[src/rtl/dram_pkg.sv]
// rtl/dram_pkg.sv - shared DRAM command states and default timing constants
package dram_pkg;

    typedef enum logic [3:0] {
        IDLE       = 4'd0,
        ACTIVATE   = 4'd1,
        READ       = 4'd2,
        WRITE      = 4'd3,
        PRECHARGE  = 4'd4,
        REFRESH    = 4'd5,
        INIT_WAIT  = 4'd6,
        INIT_PRE   = 4'd7,
        INIT_REF   = 4'd8,
        INIT_MRS   = 4'd9
    } dram_state_t;

    localparam int DEFAULT_TRCD     = 4;
    localparam int DEFAULT_TRP      = 4;
    localparam int DEFAULT_TCL      = 5;
    localparam int DEFAULT_TCWL     = 4;
    localparam int DEFAULT_TBURST   = 4;
    localparam int DEFAULT_TWR      = 4;
    localparam int DEFAULT_TRFC     = 26;
    localparam int DEFAULT_TREFI    = 780;
    localparam int DEFAULT_MAX_PEND = 8;

    function automatic int maxInt(input int a, input int b);
        return (a > b) ? a : b;
    endfunction

endpackage

[src/rtl/dram_refresh_timer.sv]
// rtl/dram_refresh_timer.sv - refresh interval counter and postponed-refresh tracking
module dram_refresh_timer
    import dram_pkg::*;
#(
    parameter int tREFI    = DEFAULT_TREFI,
    parameter int MAX_PEND = DEFAULT_MAX_PEND
) (
    input  logic CLK,
    input  logic nRST,
    input  logic init_done,
    input  logic refDone,
    output logic rf_req,
    output logic rf_urgent
);

    localparam int IW = $clog2(tREFI);
    localparam int PW = $clog2(MAX_PEND + 1);

    generate
        if (tREFI < 2 || MAX_PEND < 1) begin : gBadRefreshParams
            $error("dram_refresh_timer: tREFI must be >= 2 and MAX_PEND >= 1");
        end
    endgenerate

    logic [IW-1:0] ivalCnt;
    logic [PW-1:0] pendCnt;
    logic          wrap;

    assign wrap = init_done && (ivalCnt == IW'(tREFI - 1));

    always_ff @(posedge CLK or negedge nRST) begin
        if (!nRST) begin
            ivalCnt <= '0;
        end else if (!init_done || wrap) begin
            ivalCnt <= '0;
        end else begin
            ivalCnt <= ivalCnt + IW'(1);
        end
    end

    // A new request and a serviced refresh in the same cycle cancel out.
    always_ff @(posedge CLK or negedge nRST) begin
        if (!nRST) begin
            pendCnt <= '0;
        end else if (wrap && !refDone) begin
            if (pendCnt != PW'(MAX_PEND)) begin
                pendCnt <= pendCnt + PW'(1);
            end
        end else if (refDone && !wrap) begin
            if (pendCnt != '0) begin
                pendCnt <= pendCnt - PW'(1);
            end
        end
    end

    assign rf_req    = (pendCnt != '0);
    assign rf_urgent = (pendCnt == PW'(MAX_PEND));

endmodule

[src/rtl/dram_timing_ctrl.sv]
// rtl/dram_timing_ctrl.sv - per-phase timing and done strobes for the DRAM command FSM
module dram_timing_ctrl
    import dram_pkg::*;
#(
    parameter int tRCD     = DEFAULT_TRCD,
    parameter int tRP      = DEFAULT_TRP,
    parameter int tCL      = DEFAULT_TCL,
    parameter int tCWL     = DEFAULT_TCWL,
    parameter int tBURST   = DEFAULT_TBURST,
    parameter int tWR      = DEFAULT_TWR,
    parameter int tRFC     = DEFAULT_TRFC,
    parameter int tREFI    = DEFAULT_TREFI,
    parameter int MAX_PEND = DEFAULT_MAX_PEND
) (
    input  logic        CLK,
    input  logic        nRST,
    input  dram_state_t cmd_state,
    input  logic        init_done,
    output logic        tACT_done,
    output logic        tRD_done,
    output logic        tWR_done,
    output logic        tPRE_done,
    output logic        tREF_done,
    output logic        rf_req,
    output logic        rf_urgent
);

    localparam int nAct = tRCD;
    localparam int nRd  = tCL + tBURST;
    localparam int nWr  = tCWL + tBURST + tWR;
    localparam int nPre = tRP;
    localparam int nRef = tRFC;
    localparam int nMax = maxInt(maxInt(maxInt(nAct, nRd), maxInt(nWr, nPre)), nRef);
    localparam int CW   = $clog2(nMax) + 1;

    generate
        if (nAct < 1 || nRd < 1 || nWr < 1 || nPre < 1 || nRef < 1) begin : gBadLimit
            $error("dram_timing_ctrl: every phase limit must be at least 1 cycle");
        end
    endgenerate

    dram_state_t   prevState;
    logic [CW-1:0] phaseCnt;
    logic [CW-1:0] curCnt;
    logic [CW-1:0] limM1;
    logic          timed;
    logic          atLimit;
    logic          refDoneQ;
    logic          refExit;

    always_comb begin
        timed = 1'b1;
        limM1 = '0;
        case (cmd_state)
            ACTIVATE:  limM1 = CW'(nAct - 1);
            READ:      limM1 = CW'(nRd - 1);
            WRITE:     limM1 = CW'(nWr - 1);
            PRECHARGE: limM1 = CW'(nPre - 1);
            REFRESH:   limM1 = CW'(nRef - 1);
            default:   timed = 1'b0;
        endcase
    end

    // The entry cycle of a phase is count 0, whatever the register still holds.
    assign curCnt  = (cmd_state != prevState) ? '0 : phaseCnt;
    assign atLimit = nRST && timed && (curCnt == limM1);

    assign tACT_done = atLimit && (cmd_state == ACTIVATE);
    assign tRD_done  = atLimit && (cmd_state == READ);
    assign tWR_done  = atLimit && (cmd_state == WRITE);
    assign tPRE_done = atLimit && (cmd_state == PRECHARGE);
    assign tREF_done = atLimit && (cmd_state == REFRESH);

    always_ff @(posedge CLK or negedge nRST) begin
        if (!nRST) begin
            prevState <= IDLE;
            phaseCnt  <= '0;
            refDoneQ  <= 1'b0;
        end else begin
            prevState <= cmd_state;
            refDoneQ  <= tREF_done;
            if (!timed) begin
                phaseCnt <= '0;
            end else if (curCnt == limM1) begin
                phaseCnt <= curCnt;
            end else begin
                phaseCnt <= curCnt + CW'(1);
            end
        end
    end

    // Only a completed REFRESH that is then left counts as serviced.
    assign refExit = refDoneQ && (cmd_state != REFRESH);

    dram_refresh_timer #(
        .tREFI    (tREFI),
        .MAX_PEND (MAX_PEND)
    ) uRefreshTimer (
        .CLK       (CLK),
        .nRST      (nRST),
        .init_done (init_done),
        .refDone   (refExit),
        .rf_req    (rf_req),
        .rf_urgent (rf_urgent)
    );

endmodule

[config.mk]
export PLATFORM = sky130hd
export DESIGN_NAME = dram_timing_ctrl
export DESIGN_NICKNAME = d
export VERILOG_FILES = /design/src/rtl/dram_pkg.sv /design/src/rtl/dram_refresh_timer.sv /design/src/rtl/dram_timing_ctrl.sv
export SDC_FILE = /design/constraint.sdc
export NUM_CORES = 1
export LEC_CHECK = 0
export CAP_MARGIN = 20
export CORE_MARGIN = 4
export CORE_UTILIZATION = 33
export CTS_BUF_LIST = sky130_fd_sc_hd__clkbuf_8
export DETAILED_ROUTE_END_ITERATION = 16
export HOLD_SLACK_MARGIN = 0.1
export MAX_ROUTING_LAYER = met4
export PLACE_DENSITY_LB_ADDON = 0.2
export SYNTH_ARGS = -nofsm -noshare
export SYNTH_HDL_FRONTEND = slang
export SYNTH_SLANG_ARGS = --single-unit
[constraint.sdc]
create_clock -name CLK -period 6.2 [get_ports CLK]
set_input_delay 1.86 -clock CLK [delete_from_list [all_inputs] [get_ports CLK]]
set_output_delay 1.86 -clock CLK [all_outputs]
set_load 0.005 [all_outputs]
### Word-level counts from Yosys, hierarchy flattened

Cells that the tools add are included.

* add/subtract/negate cells: 4
* equality and inequality tests: 12
* mux-type cells: 10
* reduce and logical (&&, ||, !) cells: 21

Operator list (count)
* 5-bit case mux with 4 select lines: 1
* 6-bit 2-to-1 mux: 3
* 4-bit 2-to-1 mux: 4
* 1-bit logical AND: 11
* 10-bit by 1-bit adder with 10-bit output, second input constant: 1
* 10-bit equality test, second input constant: 1
* 10-bit 2-to-1 mux: 1
* 4-bit by 2-bit equality test with 1-bit output, second input constant: 2
* 4-bit by 3-bit equality test with 1-bit output, second input constant: 2
* 6-bit by 1-bit adder with 6-bit output, second input constant: 1
* 6-bit equality test: 1
* 5-bit OR reduction: 1
* 4-bit by 1-bit adder with 4-bit output, second input constant: 1
* 4-bit by 1-bit equality test with 1-bit output, second input constant: 1
* 4-bit equality test, second input constant: 1
* 4-bit by 3-bit inequality test with 1-bit output, second input constant: 1
* 4-bit inequality test: 1
* 4-bit inequality test, second input constant: 1
* 2-bit nonzero test: 2
* 4-bit nonzero test: 1
* 4-bit by 1-bit subtractor with 4-bit output, second input constant: 1
* 1-bit zero test: 3
* 3-bit AND reduction: 1
* 2-bit inequality test, second input constant: 1
* other kinds (3): 3

* register bits: 25
* bits of input ports: 7
* output and inout port bits: 7
* logic and storage cells: 52

### Depth between registers and ports, before layout

Gate-level depths: netlist of the first run.

* depth after elaboration: 6
* gate-level depth with buffers: 11
* gate-level depth less buffers: 11

### Hierarchy

Synthesis of the first run repeated with hierarchy kept, for this count alone.

* cell total of the unflattened synthesis: 163
* area, all modules: 1586.5 µm²

By module, submodules not included
* dram_refresh_timer: times used 1, cells an instance 85, area an instance 859.6 µm², sequential area each 350.3 µm²
* dram_timing_ctrl: times used 1, cells an instance 78, area an instance 726.9 µm², sequential area each 275.3 µm²

### Least setup slack after synthesis of the first run

No wires, ideal clock.

* path type: in2out
* start: input port cmd_state[0]
* end: output port tPRE_done
* arrival time: 3426 ps
* required time: 4340 ps
* setup slack: 914 ps
* stages on the path: 7
* buffers on the path: 1
* cells stage by stage: buf_2 xor2_1 nor4_4 nand2_2 o31a_1 nor3_1 nor4bb_1

* cells in the longest elaborated chain, start to end: 6
* elaborated cells between the ends (all ways): 15
* classes of those cells: eq/ne: 7; mux: 3; reduce/logical: 5

RTL lines
* from (decl): RTL line dram_timing_ctrl.sv:17 `input dram_state_t cmd_state,`
* 4-bit by 1-bit equality test with 1-bit output (tied with other cells): RTL line dram_timing_ctrl.sv:54 `case (cmd_state)`
* 2-bit OR reduction (no source line) or 5-bit OR reduction (tied branches)
* 5-bit case mux with 4 select lines or 1-bit 2-to-1 mux (tied branches): RTL line dram_timing_ctrl.sv:54
* 6-bit equality test or 1-bit logical AND (tied branches): RTL line dram_timing_ctrl.sv:66 `assign atLimit = nRST && timed && (curCnt == limM1);`
* 1-bit logical AND: RTL line dram_timing_ctrl.sv:66
* 1-bit logical AND (*): RTL line dram_timing_ctrl.sv:71 `assign tPRE_done = atLimit && (cmd_state == PRECHARGE);`
* to (decl): RTL line dram_timing_ctrl.sv:22 `output logic tPRE_done,`

Every way passes the cells marked *; elsewhere a longest branch is shown, timed or not.

### Worst setup path in the final report of the first run

* start: input port cmd_state[1]
* end: output port tPRE_done

The elaborated chain is that of the path after synthesis.

==> results of run 1 <==
-- synth_stat cells, types with 2 or more instances --
master / instances
a21o_1: 3
a21oi_1: 4
and2_1: 3
clkbuf_1: 3
dfrtp_1: 25
ha_1: 4
inv_1: 6
mux2_2: 2
mux2i_1: 2
nand2_1: 9
nand2b_1: 4
nand3_1: 9
nor2_1: 18
nor3_1: 6
nor3b_1: 3
nor4_1: 2
o21ai_0: 5
o22a_1: 2
or2_2: 4
xnor2_1: 5
xor2_1: 12
-- logic make-up after synthesis --
kind of cell / synth area share (%)
simple gates: 25.5
flops: 42.1
compound gates: 11.4
xor+xnor: 10.0
buf+inv: 3.37
fa+ha+maj: 4.72
mux: 2.86
-- report_power, final --
group	switching (uW)	total, uW	internal [uW]
Combinational	26.6	51.5	24.9
Sequential	3.61	171	167
Clock	57.2	103	45.6
-- state kept, by name (all words and copies together) (netlist names) --
signal / flops
uRefreshTimer.ivalCnt: 10
phaseCnt: 6
prevState: 4
uRefreshTimer.pendCnt: 4
refDoneQ: 1
-- per-stage QoR --
stage          std cells  setup WS, ns  hold slack, ns  power [uW]
2_1_floorplan        153         0.914           0.448         202
3_3_place_gp         227     -0.000119           0.468         223
3_5_place_dp         227       -0.0382           0.475         224
4_1_cts              231        0.0132           0.489         328
5_1_grt              232         0.177           0.509         340
6_report             232         0.286           0.486         325
-- critical path: stages --
cell	delay, ns
clkdlybuf4s50_1	0.43
buf_4	0.15
buf_4	0.15
nand3b_1	0.24
mux2i_1	0.17
and4b_2	0.29
o2bb2ai_2	0.10
nor3_1	0.16
nor4bb_1	0.22
dlygate4sd2_1	0.27
-- what timing repair did --
action	CTS	global route
buffers inserted	0	1
gates resized for setup	6	7
pin swaps	3	3
endpoints found under the setup margin	5	3
-- layer usage --
layer / track usage (%) / vias to the layer above / share of wire [%]
met3: 2.54 / 5 / 3.9
met2: 18.7 / 13 / 47
met1: 15.0 / 542 / 48
met4: 5.53 / 0 / 1.7
li1: - / 588 / -
met5: - / - / 0
-- area by class of cell --
class / count / area [sq um]
Tap cell: 52 / 65.1
Clock buffer: 3 / 41.3
Sequential cell: 25 / 626
Multi-Input combinational cell: 117 / 843
Inverter: 6 / 22.5
Timing Repair Buffer: 28 / 249
Clock inverter: 1 / 7.51
Fill cell: 423 / 2500
-- path summary, 6_finish.rpt --
path	start	end	slack (ns)	cells after the start
min in group asynchronous	nRST	prevState[1]	1.98	2
worst max register to register	uRefreshTimer.ivalCnt[4]	uRefreshTimer.pendCnt[3]	3.15	10
worst min-delay path	uRefreshTimer.ivalCnt[0]	uRefreshTimer.ivalCnt[0]	0.49	1
worst min register to register	uRefreshTimer.ivalCnt[0]	uRefreshTimer.ivalCnt[0]	0.49	1
max in group asynchronous	nRST	phaseCnt[3]	3.97	2
worst max-delay path	cmd_state[1]	tPRE_done	0.29	10
==> flow_metrics.py, run 1 <==
metrics = {
    "setup_path": {
        "timing.critical_path.from_type": "input pin",
        "worst-endpoint-arrival_ns": 4.05,
        "worst-setup-path-type": "input pin to output pin",
        "cp_max_fo": 8,
        "worst_setup_path_end_kind": "output pin",
        "required_ns": 4.34,
    },
    "drt": {
        "routed_wirelength_um": 2940,
        "avgViaCountPerCell": 4.95,
        "routedWlPerCell_um": 12.7,
        "detailedRoute.firstPassIterationCount": 4,
        "final_antenna_net_count": 0,
        "dr.first_iter.drc_count": 83,
        "routed-via-count": 1148,
        "remaining_drc_errors": 0,
    },
    "sta": {
        "timing.clock.skew_ns": 0.00344,
        "clock.fmax_mhz": 169,
        "timing.max_slew.rel_slack_pct": 62.7,
        "slew_viol_final": 0,
        "worstMarginPinSlew_ns": 0.554,
        "setup_viol": 0,
        "final.period_utilization_pct": 95.4,
        "rsz0062_at_grt": "no",
        "final-hold-violation-count": 0,
        "timing.setup.tns_ns": 0,
        "period_needed_ns": 5.91,
    },
    "logic_synthesis": {
        "postSynthCellCount": 153,
        "synth_fp_nets": 165,
        "synth_async_sr_flop_share_pct": 100,
        "number_of_enable_flip_flop_cells_after_synthesis": 0,
        "netlist.area_leader.share_pct": 42.1,
        "synth_top_area_cell": "dfrtp_1",
        "seq_area_frac_synth_pct": 42.1,
        "ys_ff_latch": 25,
        "netlist-cell-type-count": 43,
        "synth.area.top_cells": "dfrtp_1, xor2_1, nor2_1, ha_1, nand3_1",
        "synth-main-ff-cell": "dfrtp_1",
        "yosysWarningCount": 0,
        "average_footprint_of_a_synthesized_cell_sq_um": 9.71,
        "synth_area_sq_um": 1490,
    },
    "finish": {
        "post_route_cells_drive_above_1_share_pct": 19.4,
        "areaGrowthSynthToFinish_pct": 24.9,
        "design.final.nets": 193,
        "post-route-util_pct": 42.6,
        "finish.instance_area_sq_um": 1850,
        "layout_commonest_cell": "dfrtp_1",
        "most-common-layout-cells": "dfrtp_1, nor2_1, buf_4, xor2_1",
        "number_of_antenna_cells_inserted": 0,
    },
    "power_and_ir_drop": {
        "peakVddDrop_mv": 0.0778,
        "cellPowerDensity_nw_per_um2": 175,
        "leakagePower_uw": 0.000885,
    },
    "floorplanning": {
        "die_height_um": 75.1,
        "std_cell_rows": 24,
        "initial_utilization_pct": 34.1,
        "fp.dieArea_sq_um": 5640,
        "die_width_um": 75.1,
        "top_level_ports": 14,
        "core_region_area_sq_um": 4350,
    },
    "clock_tree": {
        "postCtsHoldBufs": 0,
        "cts_inserted_buffers": 3,
        "h-tree-depth": 1,
        "cts.clk_slew.worst_paths_ns": 0.09,
        "clock_path_buffers": 2,
        "insertion_delay_ns": 0.27,
        "cts_tree": "built",
        "cts_root_buf": "clkbuf_8",
        "number_of_clock_sinks_seen_by_cts": 25,
    },
    "worst_hold_path": {
        "worst_hold_path_type": "flip-flop to flip-flop",
    },
    "global_routing": {
        "grt-ovfl-total": 0,
        "grt_first_pass_wirelength_um": 5060,
        "grt_pass1_vias": 1184,
        "grt.total_usage_pct": 12.1,
        "largest_net_degree_at_the_start_of_global_routing": 26,
        "antenna_violations_before_repair": 0,
    },
    "place": {
        "detailed_place.area_sq_um": 1760,
        "gp_routability_congestion": 0.887,
        "post-dp-hpwl_um": 2240,
        "io_buffer_count": 13,
    },
    "job": {
        "cap_violations": 0,
    },
    "status": {
        "status": "finished clean",
    },
}
(Power assumes the default switching activity.)
==> inputs of run 2 (changes only) <==
Settings changed: CAP_MARGIN 20 to 10.
==> results of run 2 <==
Final layout, timing and power as in run 1 (identical DEF).
